==> src/rtl/radio_seq_pkg.sv <==
// Shared types and reset defaults for the radio enable/RX sequencer.
package radio_seq_pkg;

    typedef enum logic [1:0] {
        IDLE   = 2'd0,
        WARMUP = 2'd1,
        RX     = 2'd2,
        COOL   = 2'd3
    } seq_state_e;

    localparam int WARMUP_DEF = 16;
    localparam int RXWIN_DEF  = 256;
    localparam int COOL_DEF   = 4;
    localparam int STATS_W    = 16;

endpackage

==> src/rtl/radio_seq_timer.sv <==
// Loadable down-counter shared by all sequencer phases; stops at zero instead of wrapping.
module radio_seq_timer #(
    parameter int W = 16
) (
    input  logic         ck,
    input  logic         arst,
    input  logic         load,
    input  logic [W-1:0] value,
    input  logic         dec,
    output logic         zero
);

    logic [W-1:0] cnt;

    always_ff @(posedge ck) begin
        if (arst) begin
            cnt <= '0;
        end else if (load) begin
            cnt <= value;
        end else if (dec && (cnt != '0)) begin
            cnt <= cnt - W'(1);
        end
    end

    assign zero = (cnt == '0);

endmodule

==> src/rtl/radio_seq_ctrl.sv <==
// Radio warm-up / RX window / cool-down sequencer with isolation abort.
// Optional done/abort statistics counters are built when RADIO_SEQ_STATS_EN is defined.
module radio_seq_ctrl #(
    parameter int CNT_W      = 16,
    parameter int WARMUP_DEF = radio_seq_pkg::WARMUP_DEF,
    parameter int RXWIN_DEF  = radio_seq_pkg::RXWIN_DEF,
    parameter int COOL_DEF   = radio_seq_pkg::COOL_DEF
) (
    input  logic                               ck,
    input  logic                               arst,
    input  logic                               isolateM1,
    input  logic                               cfgWe,
    input  logic [CNT_W-1:0]                   cfgWarmup,
    input  logic [CNT_W-1:0]                   cfgRxWin,
    input  logic [CNT_W-1:0]                   cfgCool,
    input  logic                               startReq,
    output logic                               startAck,
    input  logic                               stopReq,
    output logic                               radioEnableSynced,
    output logic                               radioRxEnSynced,
    output logic                               busy,
    output logic [1:0]                         seqState,
    output logic                               done,
    output logic                               abort,
    output logic [radio_seq_pkg::STATS_W-1:0]  cntDone,
    output logic [radio_seq_pkg::STATS_W-1:0]  cntAbort
);

    import radio_seq_pkg::*;

    seq_state_e       state;
    seq_state_e       nextState;
    logic [CNT_W-1:0] cfgWarmupQ;
    logic [CNT_W-1:0] cfgRxWinQ;
    logic [CNT_W-1:0] cfgCoolQ;
    logic             tmrLoad;
    logic             tmrDec;
    logic [CNT_W-1:0] tmrValue;
    logic             tmrZero;
    logic             enterCool;
    logic             ackNext;
    logic             doneNext;
    logic             abortNext;

    radio_seq_timer #(.W(CNT_W)) uTimer (
        .ck    (ck),
        .arst  (arst),
        .load  (tmrLoad),
        .value (tmrValue),
        .dec   (tmrDec),
        .zero  (tmrZero)
    );

    // Isolation outranks everything; a zero cool-down skips COOL and completes directly.
    always_comb begin
        nextState = state;
        tmrLoad   = 1'b0;
        tmrDec    = 1'b0;
        tmrValue  = '0;
        enterCool = 1'b0;
        ackNext   = 1'b0;
        doneNext  = 1'b0;
        abortNext = 1'b0;
        if ((state != IDLE) && isolateM1) begin
            nextState = IDLE;
            abortNext = 1'b1;
        end else begin
            case (state)
                IDLE: begin
                    if (startReq && !isolateM1) begin
                        nextState = WARMUP;
                        ackNext   = 1'b1;
                        tmrLoad   = 1'b1;
                        tmrValue  = (cfgWarmupQ == '0) ? '0 : cfgWarmupQ - CNT_W'(1);
                    end
                end
                WARMUP: begin
                    if (stopReq) begin
                        enterCool = 1'b1;
                    end else if (tmrZero) begin
                        nextState = RX;
                        if (cfgRxWinQ != '0) begin
                            tmrLoad  = 1'b1;
                            tmrValue = cfgRxWinQ - CNT_W'(1);
                        end
                    end else begin
                        tmrDec = 1'b1;
                    end
                end
                RX: begin
                    if (stopReq || (tmrZero && (cfgRxWinQ != '0))) begin
                        enterCool = 1'b1;
                    end else begin
                        tmrDec = 1'b1;
                    end
                end
                COOL: begin
                    if (tmrZero) begin
                        nextState = IDLE;
                        doneNext  = 1'b1;
                    end else begin
                        tmrDec = 1'b1;
                    end
                end
                default: nextState = IDLE;
            endcase
            if (enterCool) begin
                if (cfgCoolQ == '0) begin
                    nextState = IDLE;
                    doneNext  = 1'b1;
                end else begin
                    nextState = COOL;
                    tmrLoad   = 1'b1;
                    tmrValue  = cfgCoolQ - CNT_W'(1);
                end
            end
        end
    end

    // Enables are flopped from the next state so they change on the same edge as the state.
    always_ff @(posedge ck) begin
        if (arst) begin
            state             <= IDLE;
            cfgWarmupQ        <= CNT_W'(WARMUP_DEF);
            cfgRxWinQ         <= CNT_W'(RXWIN_DEF);
            cfgCoolQ          <= CNT_W'(COOL_DEF);
            startAck          <= 1'b0;
            done              <= 1'b0;
            abort             <= 1'b0;
            radioEnableSynced <= 1'b0;
            radioRxEnSynced   <= 1'b0;
        end else begin
            state             <= nextState;
            startAck          <= ackNext;
            done              <= doneNext;
            abort             <= abortNext;
            radioEnableSynced <= (nextState != IDLE);
            radioRxEnSynced   <= (nextState == RX);
            if ((state == IDLE) && cfgWe) begin
                cfgWarmupQ <= cfgWarmup;
                cfgRxWinQ  <= cfgRxWin;
                cfgCoolQ   <= cfgCool;
            end
        end
    end

    assign busy     = (state != IDLE);
    assign seqState = state;

`ifdef RADIO_SEQ_STATS_EN
    logic [STATS_W-1:0] doneCnt;
    logic [STATS_W-1:0] abortCnt;

    // Saturating event counters, cleared only by reset.
    always_ff @(posedge ck) begin
        if (arst) begin
            doneCnt  <= '0;
            abortCnt <= '0;
        end else begin
            if (done && (doneCnt != '1)) begin
                doneCnt <= doneCnt + STATS_W'(1);
            end
            if (abort && (abortCnt != '1)) begin
                abortCnt <= abortCnt + STATS_W'(1);
            end
        end
    end

    assign cntDone  = doneCnt;
    assign cntAbort = abortCnt;
`else
    assign cntDone  = '0;
    assign cntAbort = '0;
`endif

endmodule

==> config.mk <==
export PLATFORM = sky130hd
export DESIGN_NAME = radio_seq_ctrl
export DESIGN_NICKNAME = d
export VERILOG_FILES = /design/src/rtl/radio_seq_pkg.sv /design/src/rtl/radio_seq_timer.sv /design/src/rtl/radio_seq_ctrl.sv
export SDC_FILE = /design/constraint.sdc
export NUM_CORES = 1
export LEC_CHECK = 0
export CORE_ASPECT_RATIO = 0.5
export CORE_MARGIN = 1.5
export CORE_UTILIZATION = 45
export DETAILED_ROUTE_END_ITERATION = 8
export HOLD_SLACK_MARGIN = 0.06
export PLACE_DENSITY_LB_ADDON = 0.05
export REMOVE_ABC_BUFFERS = 1
export SLEW_MARGIN = 20
export SYNTH_ARGS = -nofsm -noshare
export SYNTH_HDL_FRONTEND = slang
export SYNTH_SLANG_ARGS = --single-unit
==> constraint.sdc <==
create_clock -name ck -period 7.3 [get_ports ck]
set_clock_uncertainty 0.05 [all_clocks]
set_input_delay 0.73 -clock ck [delete_from_list [all_inputs] [get_ports ck]]
set_output_delay 0.73 -clock ck [all_outputs]
set_load 0.005 [all_outputs]
==> results by group <==
Critical path
  – FF-to-FF path depth: 8
  – Critical path buffers and inverters: 1
  – Max FO, Critical Path: 10
  – WS Path Type: in -> reg
  – CP startpoint kind: primary input
  – Worst R2R End: uTimer.cnt[10]
  – Worst path required time: 7.46 ns
  – CP Capture Type: flop
  – CP cell instances: clkdlybuf4s50_1 > o21bai_1 > a211oi_1 > nand4_1 > o41a_1 > o41ai_1 > a31oi_1
  – Slowest stage delay, CP: 0.58 ns
  – Crit-path slowest cell: a211oi_1
  – CP Data Arrival Time: 3.33 ns
  – Worst r2r src: uTimer.cnt[0]
  – Reg2Reg Setup Slack: 4.14 ns
  – Top cell family by delay on the critical path: compound AO/OA/AOI/OAI gates

Hold path
  – Hold crit path type: reg -> reg
  – Hold Crit Depth: 2
  – Hold endpoint: cfgCoolQ[1]
  – Hold_sp: cfgCoolQ[1]

Clock tree
  – H-tree levels: 3
  – Longest Clk Path Bufs: 2
  – Clk_lat worst skew: 0.34 ns
  – Post-cts resize count: 0
  – TritonCTS clock tree: done
  – Clk sinks: 71
  – CTS buffer count: 9
  – Clock slew at reported path FFs: 0.06 ns
  – Hold buffers post-CTS: 0
  – Setup Fix Bufs, Post-CTS: 0
  – Clk root buf: clkbuf_16

Synthesis
  – Number of synthesized flops with an enable pin: 0
  – Area share of the largest cell type after synthesis: 0.307
  – Synth Flop Type: dfxtp_1
  – Async SR Flop Fraction: 0
  – Register area share after synthesis: 0.307
  – Syn. warnings: 0
  – Syn Area/Cell: 7.71 sq um
  – Mapped Area: 4630 sq um
  – Yosys top cell by area: dfxtp_1
  – Cell count after synthesis: 600
  – Post-synthesis cell type count: 61
  – Synth area leaders: dfxtp_1 31%, nand2_1 10%, a21oi_1 6.6%, xor2_1 5.5%, buf_4 5.4%
  – Seq cells post-synth: 71

Power
  – Power Dens Cells: 246 nW/um^2
  – Lkg Pwr: 2.03 nW
  – Peak supply drop: 0.121 mV

Drt
  – Via density: 5.58
  – DRC viols: 0
  – DR vias: 4,376
  – Antenna violation net count after detailed routing: 0
  – Starting DRT DRC Count: 407
  – DR WL/cell: 15.7 um
  – Routed Wire Length: 12,300 um
  – Detailed Routing Iterations Pass 1: 5

GRT
  – GRT overflow: 0
  – GRT Total Usage: 0.233
  – Largest net degree at the start of global routing: 62
  – First-pass GRT wire length: 19,700 um
  – Vias in the first global route: 3,721
  – Initial antenna violation count: 0

Timing
  – Setup TNS: 0 ns
  – Worst-Margin Slew: 1.02 ns
  – Period utilization: 0.434
  – Endpoints failing hold: 0
  – Max Transition Viols Final: 0
  – RSZ-0062 raised after global routing: no
  – # setup viols final: 0
  – Highest clock rate: 316 MHz
  – Rel. slew slack: 0.318
  – Final min period: 3.17 ns

Floorplan
  – Starting Density: 0.476
  – Die ar.: 10,900 sq um
  – Core area: 9730 sq um
  – Total I/O pin count: 94
  – Die height: 74.7 um
  – Rows: 25
  – Die width: 146 um

Final layout
  – Fraction of layout cells with a size suffix above 1: 0.0693
  – Area Overhead vs Synth: 19.2%
  – Fill cell count: 933
  – Area of the multi-input gates: 2890 sq um
  – Post-layout instance area: 5520 sq um
  – Ant diodes: 0
  – Fin util: 0.567
  – FF/Latch Area: 1420 sq um
  – Final nets: 711

Placed design
  – Hpwl dp: 8810 um
  – Final Wtd Congestion: 0.933
  – Dpl cell area: 5160 sq um
  – PortBufs: 61

Outcome
  – Status: finished, final reports clean

Job
  – Maxcap violations: 0
==> layer usage <==
metal  routed length (um)  GRT usage
met4                  118     0.0606
met5                    0          0
met1                 6320      0.349
met3                  918     0.0612
met2                 4910      0.328
==> cells in the final DEF, fill, tap and decap left out, types with 8 or more instances in the layout <==
cell / instances
nor3_1: 12
or4_1: 8
dfxtp_1: 71
a21oi_1: 60
o22ai_1: 13
a22oi_1: 8
inv_1: 15
clkbuf_16: 9
conb_1: 32
nand3_1: 17
ha_1: 13
nand2_1: 123
xor2_1: 29
xnor2_1: 16
o21ai_0: 13
nor2_1: 28
clkdlybuf4s50_1: 60
nor4_1: 12
==> through the flow <==
stage	setup WS [ns]	total power, mW	hold WS (ns)	std cells
5_1_grt	3.78	1.42	0.464	784
2_1_floorplan	4.77	0.715	0.393	569
4_1_cts	4.04	1.36	0.434	784
3_5_place_dp	3.91	0.837	0.420	768
3_3_place_gp	3.99	0.836	0.412	768
6_report	4.13	1.35	0.436	784
==> worst reg2reg max path, stage by stage, from the launching register on <==
cell	delay (ns)
dfxtp_1	0.34
inv_1	0.09
ha_1	0.17
nor4b_1	0.45
nand4_1	0.42
or3_1	0.72
o22ai_1	0.36
a22oi_1	0.17
a221oi_2	0.31
==> layout make-up <==
cell class / instances / area share
sequential: 71 / 0.258
clock inverter: 6 / 0.0195
timing repair buffer: 64 / 0.114
clock buffer: 10 / 0.0433
multi-input combinational: 482 / 0.524
tap: 135 / 0.0306
inverter: 16 / 0.0109
==> report_power, final <==
| part | switching (mW) | internal, mW | total [mW] |
|---|---|---|---|
| Combinational | 0.210 | 0.153 | 0.363 |
| Clock | 0.173 | 0.342 | 0.515 |
| Sequential | 0.0495 | 0.426 | 0.475 |
==> logic make-up after synthesis <==
kind of cell / after synthesis / share of synthesized area
other: 1 / 0.000810
and+or+nand+nor: 250 / 0.271
xor gates and xnor gates: 45 / 0.0852
AOI/OAI and AO/OA: 141 / 0.203
DFF: 71 / 0.307
adders and majority gates: 13 / 0.0351
buffers and inverters: 78 / 0.0957
muxes: 1 / 0.00243
==> sequential cells by signal (all words and copies together) (netlist names) <==
name / count
cfgCoolQ: 16
cfgRxWinQ: 16
cfgWarmupQ: 16
uTimer.cnt: 16
seqState: 2
abort: 1
done: 1
radioEnableSynced: 1
radioRxEnSynced: 1
startAck: 1
==> cell usage after synthesis, types with 2 or more instances <==
library cell    n
o41ai_1         3
ha_1           13
nor2_1         28
nand4_1         7
nor4_2          3
a22oi_1         8
xor2_1         29
a221oi_1        2
a211oi_1        6
buf_2           3
or4_1           8
and2_1          5
nor3_1         12
nor2b_1         3
o21ai_0        13
nand3_1        17
a31oi_1         5
and4_1          3
dfxtp_1        71
nand4b_1        5
o31ai_1         7
nand3b_1        2
a311oi_1        2
buf_4          33
o22ai_1        13
nor4_1         13
or4_4           2
inv_1          15
nor4b_1         3
a222oi_1        2
a21oi_1        61
a221oi_2        7
or3_1           5
nand2_1       123
buf_6           3
clkbuf_1       22
xnor2_1        16
or2b_2          2
nor3b_1         3
==> how the worst max path moves through the flow <==
| stage | start | to | slack (ns) | depth (start not counted) |
|---|---|---|---|---|
| 6_report | stopReq | uTimer.cnt[15] | 4.13 | 7 |
| 5_1_grt | cfgWarmupQ[8] | uTimer.cnt[11] | 3.78 | 6 |
| 4_1_cts | cfgCoolQ[2] | uTimer.cnt[10] | 4.04 | 6 |
| 3_5_place_dp | stopReq | uTimer.cnt[15] | 3.91 | 7 |
| 3_3_place_gp | stopReq | uTimer.cnt[14] | 3.99 | 7 |
| 2_1_floorplan | uTimer.cnt[4] | uTimer.cnt[2] | 4.77 | 6 |
Note: power is estimated with default switching activity, not from simulation.
